<file path="src/rtl/alu_operand_stage.sv">
// ID/EX pipeline slot feeding the ALU: captures a decoded instruction and
// resolves RAW hazards by forwarding from EX/MEM and MEM/WB.
module alu_operand_stage #(
  parameter int XLEN       = 32,
  parameter int REG_ADDR_W = 5
) (
  input  logic                  clk,
  input  logic                  reset,
  input  logic                  in_valid,
  output logic                  in_ready,
  input  logic [REG_ADDR_W-1:0] in_rs1_addr,
  input  logic [REG_ADDR_W-1:0] in_rs2_addr,
  input  logic [XLEN-1:0]       in_rs1_data,
  input  logic [XLEN-1:0]       in_rs2_data,
  input  logic [XLEN-1:0]       in_imm,
  input  logic                  in_alu_src,
  input  logic [3:0]            in_alu_ctrl,
  input  logic [REG_ADDR_W-1:0] in_rd_addr,
  input  logic                  in_reg_write,
  input  logic                  stall,
  input  logic                  flush,
  input  logic                  exmem_reg_write,
  input  logic [REG_ADDR_W-1:0] exmem_rd,
  input  logic [XLEN-1:0]       exmem_result,
  input  logic                  memwb_reg_write,
  input  logic [REG_ADDR_W-1:0] memwb_rd,
  input  logic [XLEN-1:0]       memwb_result,
  output logic                  out_valid,
  output logic [XLEN-1:0]       op1,
  output logic [XLEN-1:0]       op2,
  output logic [3:0]            alu_ctrl,
  output logic [REG_ADDR_W-1:0] out_rd_addr,
  output logic                  out_reg_write
);

  logic                  valid_q, valid_d;
  logic [REG_ADDR_W-1:0] rs1_addr_q, rs1_addr_d;
  logic [REG_ADDR_W-1:0] rs2_addr_q, rs2_addr_d;
  logic [XLEN-1:0]       rs1_q, rs1_d;
  logic [XLEN-1:0]       rs2_q, rs2_d;
  logic [XLEN-1:0]       imm_q, imm_d;
  logic                  alu_src_q, alu_src_d;
  logic [3:0]            alu_ctrl_q, alu_ctrl_d;
  logic [REG_ADDR_W-1:0] rd_q, rd_d;
  logic                  reg_write_q, reg_write_d;
  logic [XLEN-1:0]       fwd1_s, fwd2_s;

  // EX/MEM is the younger producer, so it wins; x0 is hardwired and never forwarded.
  function automatic logic [XLEN-1:0] fwd_sel(
    input logic [REG_ADDR_W-1:0] src,
    input logic [XLEN-1:0]       stored,
    input logic                  ex_we,
    input logic [REG_ADDR_W-1:0] ex_rd,
    input logic [XLEN-1:0]       ex_res,
    input logic                  wb_we,
    input logic [REG_ADDR_W-1:0] wb_rd,
    input logic [XLEN-1:0]       wb_res
  );
    logic [XLEN-1:0] r;
    if (ex_we && (ex_rd == src) && (src != {REG_ADDR_W{1'b0}})) begin
      r = ex_res;
    end else if (wb_we && (wb_rd == src) && (src != {REG_ADDR_W{1'b0}})) begin
      r = wb_res;
    end else begin
      r = stored;
    end
    return r;
  endfunction

  assign fwd1_s = fwd_sel(rs1_addr_q, rs1_q, exmem_reg_write, exmem_rd, exmem_result,
                          memwb_reg_write, memwb_rd, memwb_result);
  assign fwd2_s = fwd_sel(rs2_addr_q, rs2_q, exmem_reg_write, exmem_rd, exmem_result,
                          memwb_reg_write, memwb_rd, memwb_result);

  // Slot next-state: flush > load > refresh operands while held > idle.
  always_comb begin
    valid_d     = valid_q;
    rs1_addr_d  = rs1_addr_q;
    rs2_addr_d  = rs2_addr_q;
    rs1_d       = rs1_q;
    rs2_d       = rs2_q;
    imm_d       = imm_q;
    alu_src_d   = alu_src_q;
    alu_ctrl_d  = alu_ctrl_q;
    rd_d        = rd_q;
    reg_write_d = reg_write_q;
    if (flush) begin
      valid_d = 1'b0;
    end else if (!stall) begin
      valid_d     = in_valid;
      rs1_addr_d  = in_rs1_addr;
      rs2_addr_d  = in_rs2_addr;
      rs1_d       = in_rs1_data;
      rs2_d       = in_rs2_data;
      imm_d       = in_imm;
      alu_src_d   = in_alu_src;
      alu_ctrl_d  = in_alu_ctrl;
      rd_d        = in_rd_addr;
      reg_write_d = in_reg_write;
    end else if (valid_q) begin
      // Capture forwarded values so operands survive the producer retiring.
      rs1_d = fwd1_s;
      rs2_d = fwd2_s;
    end else begin
      valid_d = 1'b0;
    end
  end

  // Slot state register.
  always_ff @(posedge clk or posedge reset) begin
    if (reset) begin
      valid_q     <= 1'b0;
      rs1_addr_q  <= {REG_ADDR_W{1'b0}};
      rs2_addr_q  <= {REG_ADDR_W{1'b0}};
      rs1_q       <= {XLEN{1'b0}};
      rs2_q       <= {XLEN{1'b0}};
      imm_q       <= {XLEN{1'b0}};
      alu_src_q   <= 1'b0;
      alu_ctrl_q  <= 4'd0;
      rd_q        <= {REG_ADDR_W{1'b0}};
      reg_write_q <= 1'b0;
    end else begin
      valid_q     <= valid_d;
      rs1_addr_q  <= rs1_addr_d;
      rs2_addr_q  <= rs2_addr_d;
      rs1_q       <= rs1_d;
      rs2_q       <= rs2_d;
      imm_q       <= imm_d;
      alu_src_q   <= alu_src_d;
      alu_ctrl_q  <= alu_ctrl_d;
      rd_q        <= rd_d;
      reg_write_q <= reg_write_d;
    end
  end

  // A bubble drives zeros so it executes as a harmless add with no writeback.
  always_comb begin
    op1           = {XLEN{1'b0}};
    op2           = {XLEN{1'b0}};
    alu_ctrl      = 4'd0;
    out_reg_write = 1'b0;
    if (valid_q) begin
      op1           = fwd1_s;
      op2           = alu_src_q ? imm_q : fwd2_s;
      alu_ctrl      = alu_ctrl_q;
      out_reg_write = reg_write_q;
    end else begin
      op1 = {XLEN{1'b0}};
    end
  end

  assign in_ready    = !stall;
  assign out_valid   = valid_q;
  assign out_rd_addr = rd_q;

endmodule

</file>
<file path="config.mk">
export PLATFORM = sky130hd
export DESIGN_NAME = alu_operand_stage
export DESIGN_NICKNAME = d
export VERILOG_FILES = /design/src/rtl/alu_operand_stage.sv
export SDC_FILE = /design/constraint.sdc
export NUM_CORES = 1
export LEC_CHECK = 0
export ABC_AREA = 0
export CAP_MARGIN = 20
export CORE_MARGIN = 3
export CORE_UTILIZATION = 45
export DETAILED_ROUTE_END_ITERATION = 12
export GPL_ROUTABILITY_DRIVEN = 0
export PLACE_DENSITY = 0.92
export SLEW_MARGIN = 10
export SYNTH_ARGS = -nofsm -noshare
export SYNTH_HDL_FRONTEND = slang
export SYNTH_SLANG_ARGS = --single-unit
</file>
<file path="constraint.sdc">
create_clock -name clk -period 10.1 [get_ports clk]
set_input_delay 1.515 -clock clk [delete_from_list [all_inputs] [get_ports clk]]
set_output_delay 1.515 -clock clk [all_outputs]
set_load 0.005 [all_outputs]
</file>
**Yosys cells after proc, flatten, opt, wreduce, memory -nomap -nowiden**

Index checks and enable logic that the tools add are counted.

- Bits in registers: 118

- Reduce and logical (&&, ||, !) cells: 13
- Equality and inequality tests: 5
- Muxes and demuxes: 16
- Bitwise logic cells: 2

Operator list:

| kind | number |
|---|---|
| 32-bit 2-to-1 mux | 11 |
| 5-bit == test | 4 |
| 5-bit nonzero test | 2 |
| 1-bit logical AND | 8 |
| 1-bit 2-to-1 mux | 4 |
| 4-bit 2-to-1 mux | 1 |
| 2-bit AND reduction | 2 |
| 2-bit by 1-bit != test with 1-bit output, second input constant | 1 |
| 1-bit inverter | 2 |
| 1-bit logical NOT | 1 |

**Depth between registers and ports, before layout**

- Word-level depth: 7
- Mapped depth: 7

**Worst setup path after synthesis**

No wires, ideal clock.

- Kind: in2out
- Start point: input port memwb_rd[3]
- End point: output port op2[19]
- Stages on the path: 6
- Setup slack: 5.773 ns
- Path buffers: 1
- Arrival: 2.812 ns
- Path through: xnor2_1 > nand3_1 > a211oi_2 > buf_2 > mux2i_1 > o221ai_1

- Longest elaborated chain between the ends: 7

RTL lines:

| what | RTL line | RTL |
|---|---|---|
| from (decl) | 26 | `input logic [REG_ADDR_W-1:0] memwb_rd,` |
| 5-bit == test | 62 | `end else if (wb_we && (wb_rd == src) && (src != {REG_ADDR_W{1'b0}})) begin` |
| 1-bit logical AND (2 in series) | 62 |  |
| 32-bit 2-to-1 mux | 62 |  |
| 32-bit 2-to-1 mux | 60 | `if (ex_we && (ex_rd == src) && (src != {REG_ADDR_W{1'b0}})) begin` |
| 32-bit 2-to-1 mux | 144 | `op2 = alu_src_q ? imm_q : fwd2_s;` |
| 32-bit 2-to-1 mux | 142 | `if (valid_q) begin` |
| to (decl) | 30 | `output logic [XLEN-1:0] op2,` |

Every way passes these cells.

**Final worst setup path**

- Start point: input port memwb_rd[1]
- End point: output port op1[2]

- Longest elaborated chain between the ends: 6

RTL lines:

| what | RTL line | RTL |
|---|---|---|
| 5-bit == test | 62 |  |
| 1-bit logical AND (2 in series) | 62 |  |
| 32-bit 2-to-1 mux | 62 |  |
| 32-bit 2-to-1 mux | 60 |  |
| 32-bit 2-to-1 mux | 142 |  |
| to (decl) | 29 | `output logic [XLEN-1:0] op1,` |

Every way passes these cells.

==> impl_metrics.yaml <==
global_routing:
  antenna_found_initial: 3
  grt_pass1_wl_um: 44000
  grt_max_degree: 69
  grt-ovfl-total: 0
  grt_pass1_vias: 7880
  grt.total_usage_pct: 30.9
yosys:
  synth_cell_type_count: 35
  syn_inst: 783
  synth_area_per_cell_um2: 9.56
  ys_seq_elements: 118
  syn_area_um2: 7480
  synth-edff-count: 0
  syn_nets: 981
  synth_area_leaders: "dfrtp_1 39%, mux2_2 7.8%, o221ai_1 7.5%"
  yosysTopAreaCell: "dfrtp_1"
  yosysSeqAreaShare_pct: 39.5
  synthArstFlopShare_pct: 100
  synthFlopType: "dfrtp_1"
  synth_top_area_share_pct: 39.5
  yosys_warnings: 0
worst_hold_path:
  min_path_type: "register to register"
routing:
  wl_met3_um: 2950
  vias: 7654
  dr_wl_met2_um: 13800
  drc: 0
  top_layer_used: "met5"
  drtIter0Drc: 710
  drt_pre_antenna_iters: 5
  wire_per_inst_um: 23.0
  vias_per_cell: 6.14
  m1WireLength_um: 11100
  wirelength_um: 28700
  ant_nets: 0
clocking:
  clk_latency_ns: 0.42
  clockBufferDepth: 2
  cts_tree: "built"
  root_buffer: "clkbuf_16"
  hold_buffers: 0
  clock-sinks: 118
  postCtsSetupBuffers: 0
  htree_levels: 4
  numCtsBuffers: 17
  cts_resized: 0
  clk_pin_slew_ns: 0.06
setup_path:
  crit_fanout: 19
  critPathLaunchType: "input port"
  end_kind: "primary output"
  crit_arrival_ns: 5.27
  critPathKind: "input port to primary output"
  cp.required_ns: 8.59
sta:
  finalHoldViolCount: 0
  tightest_slew_ns: 1.03
  fin_crit_sh_pct: 67.2
  slew_viol_final: 0
  rsz0062_at_grt: "false"
  setup-tns-final_ns: 0
  skew_ns: 0.00853
  clock.fmax_ghz: 0.147
  holdWs_ns: 0.499
  setup_viol_count_final: 0
  relSlewSlack_pct: 30.9
  period_minus_slack_ns: 6.78
layout:
  fill_cells: 1211
  multi_input_area_um2: 4100
  drive_above_1_share_pct: 12.7
  synthToLayoutAreaGrowth_pct: 45.8
  seqCellArea_um2: 2950
  layout.nets: 1215
floorplan:
  start_util_pct: 46.6
  num_rows: 46
  fp.dieW_um: 135
  ioPinCount: 274
  die_y_um: 135
  fp.coreArea_um2: 16100
  dieArea_um2: 18200
placed_design:
  io_buffers: 273
  hpwl_um: 19100
flow_run:
  max_cap_viol_count: 0
power:
  p_per_area_nw_per_um2: 148
  vdd.ir_drop.worst_v: 0.000117
  leakage_nw: 4.14
outcome:
  status: "complete, no violations"
## cell type report
type,count,area share (%)
Inverter,37,1.30
Antenna cell,1,0.0229
Multi-Input combinational cell,556,37.6
Tap cell,216,2.48
Timing Repair Buffer,287,26.1
Clock buffer,18,4.03
Sequential cell,118,27.1
Clock inverter,14,1.39
## per-layer routing
layer  up-vias  global-route usage [%]
met3        70                    8.68
met1      3674                    39.2
met5         -                       0
met2       508                    50.3
met4         4                    11.8
li1       3398                       -
## where the power goes
part	total [mW]	switching (mW)	internal [mW]
sequential	0.594	0.0514	0.543
combinational	0.413	0.190	0.223
clock	0.607	0.236	0.371
## cells in the final DEF, fill, tap and decap left out, types with 4 or more instances in the layout
cell type and n:
clkdlybuf4s50_1 271, dfrtp_1 118, a21oi_1 78, nand2_1 72, nor3b_1 64, o221ai_1 64, mux2_2 52, mux2i_1 46
inv_1 36, o21ai_0 33, o21ai_1 32, a211oi_1 19, and3_1 18, clkbuf_16 17, a221oi_2 16, o21bai_1 14
buf_4 13, xor2_1 11, xnor2_1 7, and2_1 7, clkinv_4 5, nor2_1 4
## flip-flops by register name (all words and copies together), names as in the netlist
| signal | flops |
|---|---|
| rs1_addr_q | 5 |
| rs2_q | 32 |
| imm_q | 32 |
| out_rd_addr | 5 |
| alu_src_q | 1 |
| alu_ctrl_q | 4 |
| rs1_q | 32 |
| reg_write_q | 1 |
| out_valid | 1 |
| rs2_addr_q | 5 |
## worst max-delay path: stages
cell and delay (ns):
clkdlybuf4s50_1 0.45, or2_1 0.26, o21ai_4 0.80, nand3_2 0.73, buf_4 0.49, a221oi_1 0.39
a211oi_1 0.10, clkdlybuf4s50_1 0.51
## per-stage QoR
step	std cells	worst slack, ns	area, um^2	utilization (%)	total power [mW]
after detailed placement	1212	3.18	10300	64.0	1.00
final	1247	3.32	10900	67.9	1.61
after floorplan	783	5.46	7480	-	0.801
after CTS	1244	3.16	10900	67.7	1.61
after global routing	1247	3.13	10900	67.9	1.68
after global placement	1212	3.28	10300	64.0	0.988
## path summary, 6_finish.rpt
check	start	end	slack, ns	depth (start not counted)
setup / recovery	memwb_rd[1]	op1[2]	3.32	8
hold / removal	reg_write_q$_DFFE_PP0P_	reg_write_q$_DFFE_PP0P_	0.50	1
setup reg to reg	out_valid$_DFFE_PP0P_	rs1_q[10]$_DFFE_PP0P_	6.53	5
hold reg to reg	reg_write_q$_DFFE_PP0P_	reg_write_q$_DFFE_PP0P_	0.50	1
max in group asynchronous	reset	rs2_q[17]$_DFFE_PP0P_	7.19	3
min in group asynchronous	reset	rs2_q[24]$_DFFE_PP0P_	1.54	2
## cell usage after synthesis, types with 18 or more instances
master	count
o21ai_1	32
mux2i_1	46
and3_1	18
nor3b_1	64
a211oi_1	19
mux2_2	52
o21ai_0	33
inv_1	37
nand2_1	73
o221ai_1	64
dfrtp_1	118
clkbuf_1	50
a21oi_1	78
## logic make-up (layout without fill, tap and decap cells)
family	after synthesis	count (layout)	synth area share, %
multiplexers	98	98	14.0
XOR/XNOR	18	18	2.11
AO/OA/AOI/OAI	262	262	24.6
buffers and inverters	109	356	6.07
other	0	1	0
flip-flops	118	118	39.5
AND/OR/NAND/NOR	178	178	13.7
Power figures use the tool's default switching activity.
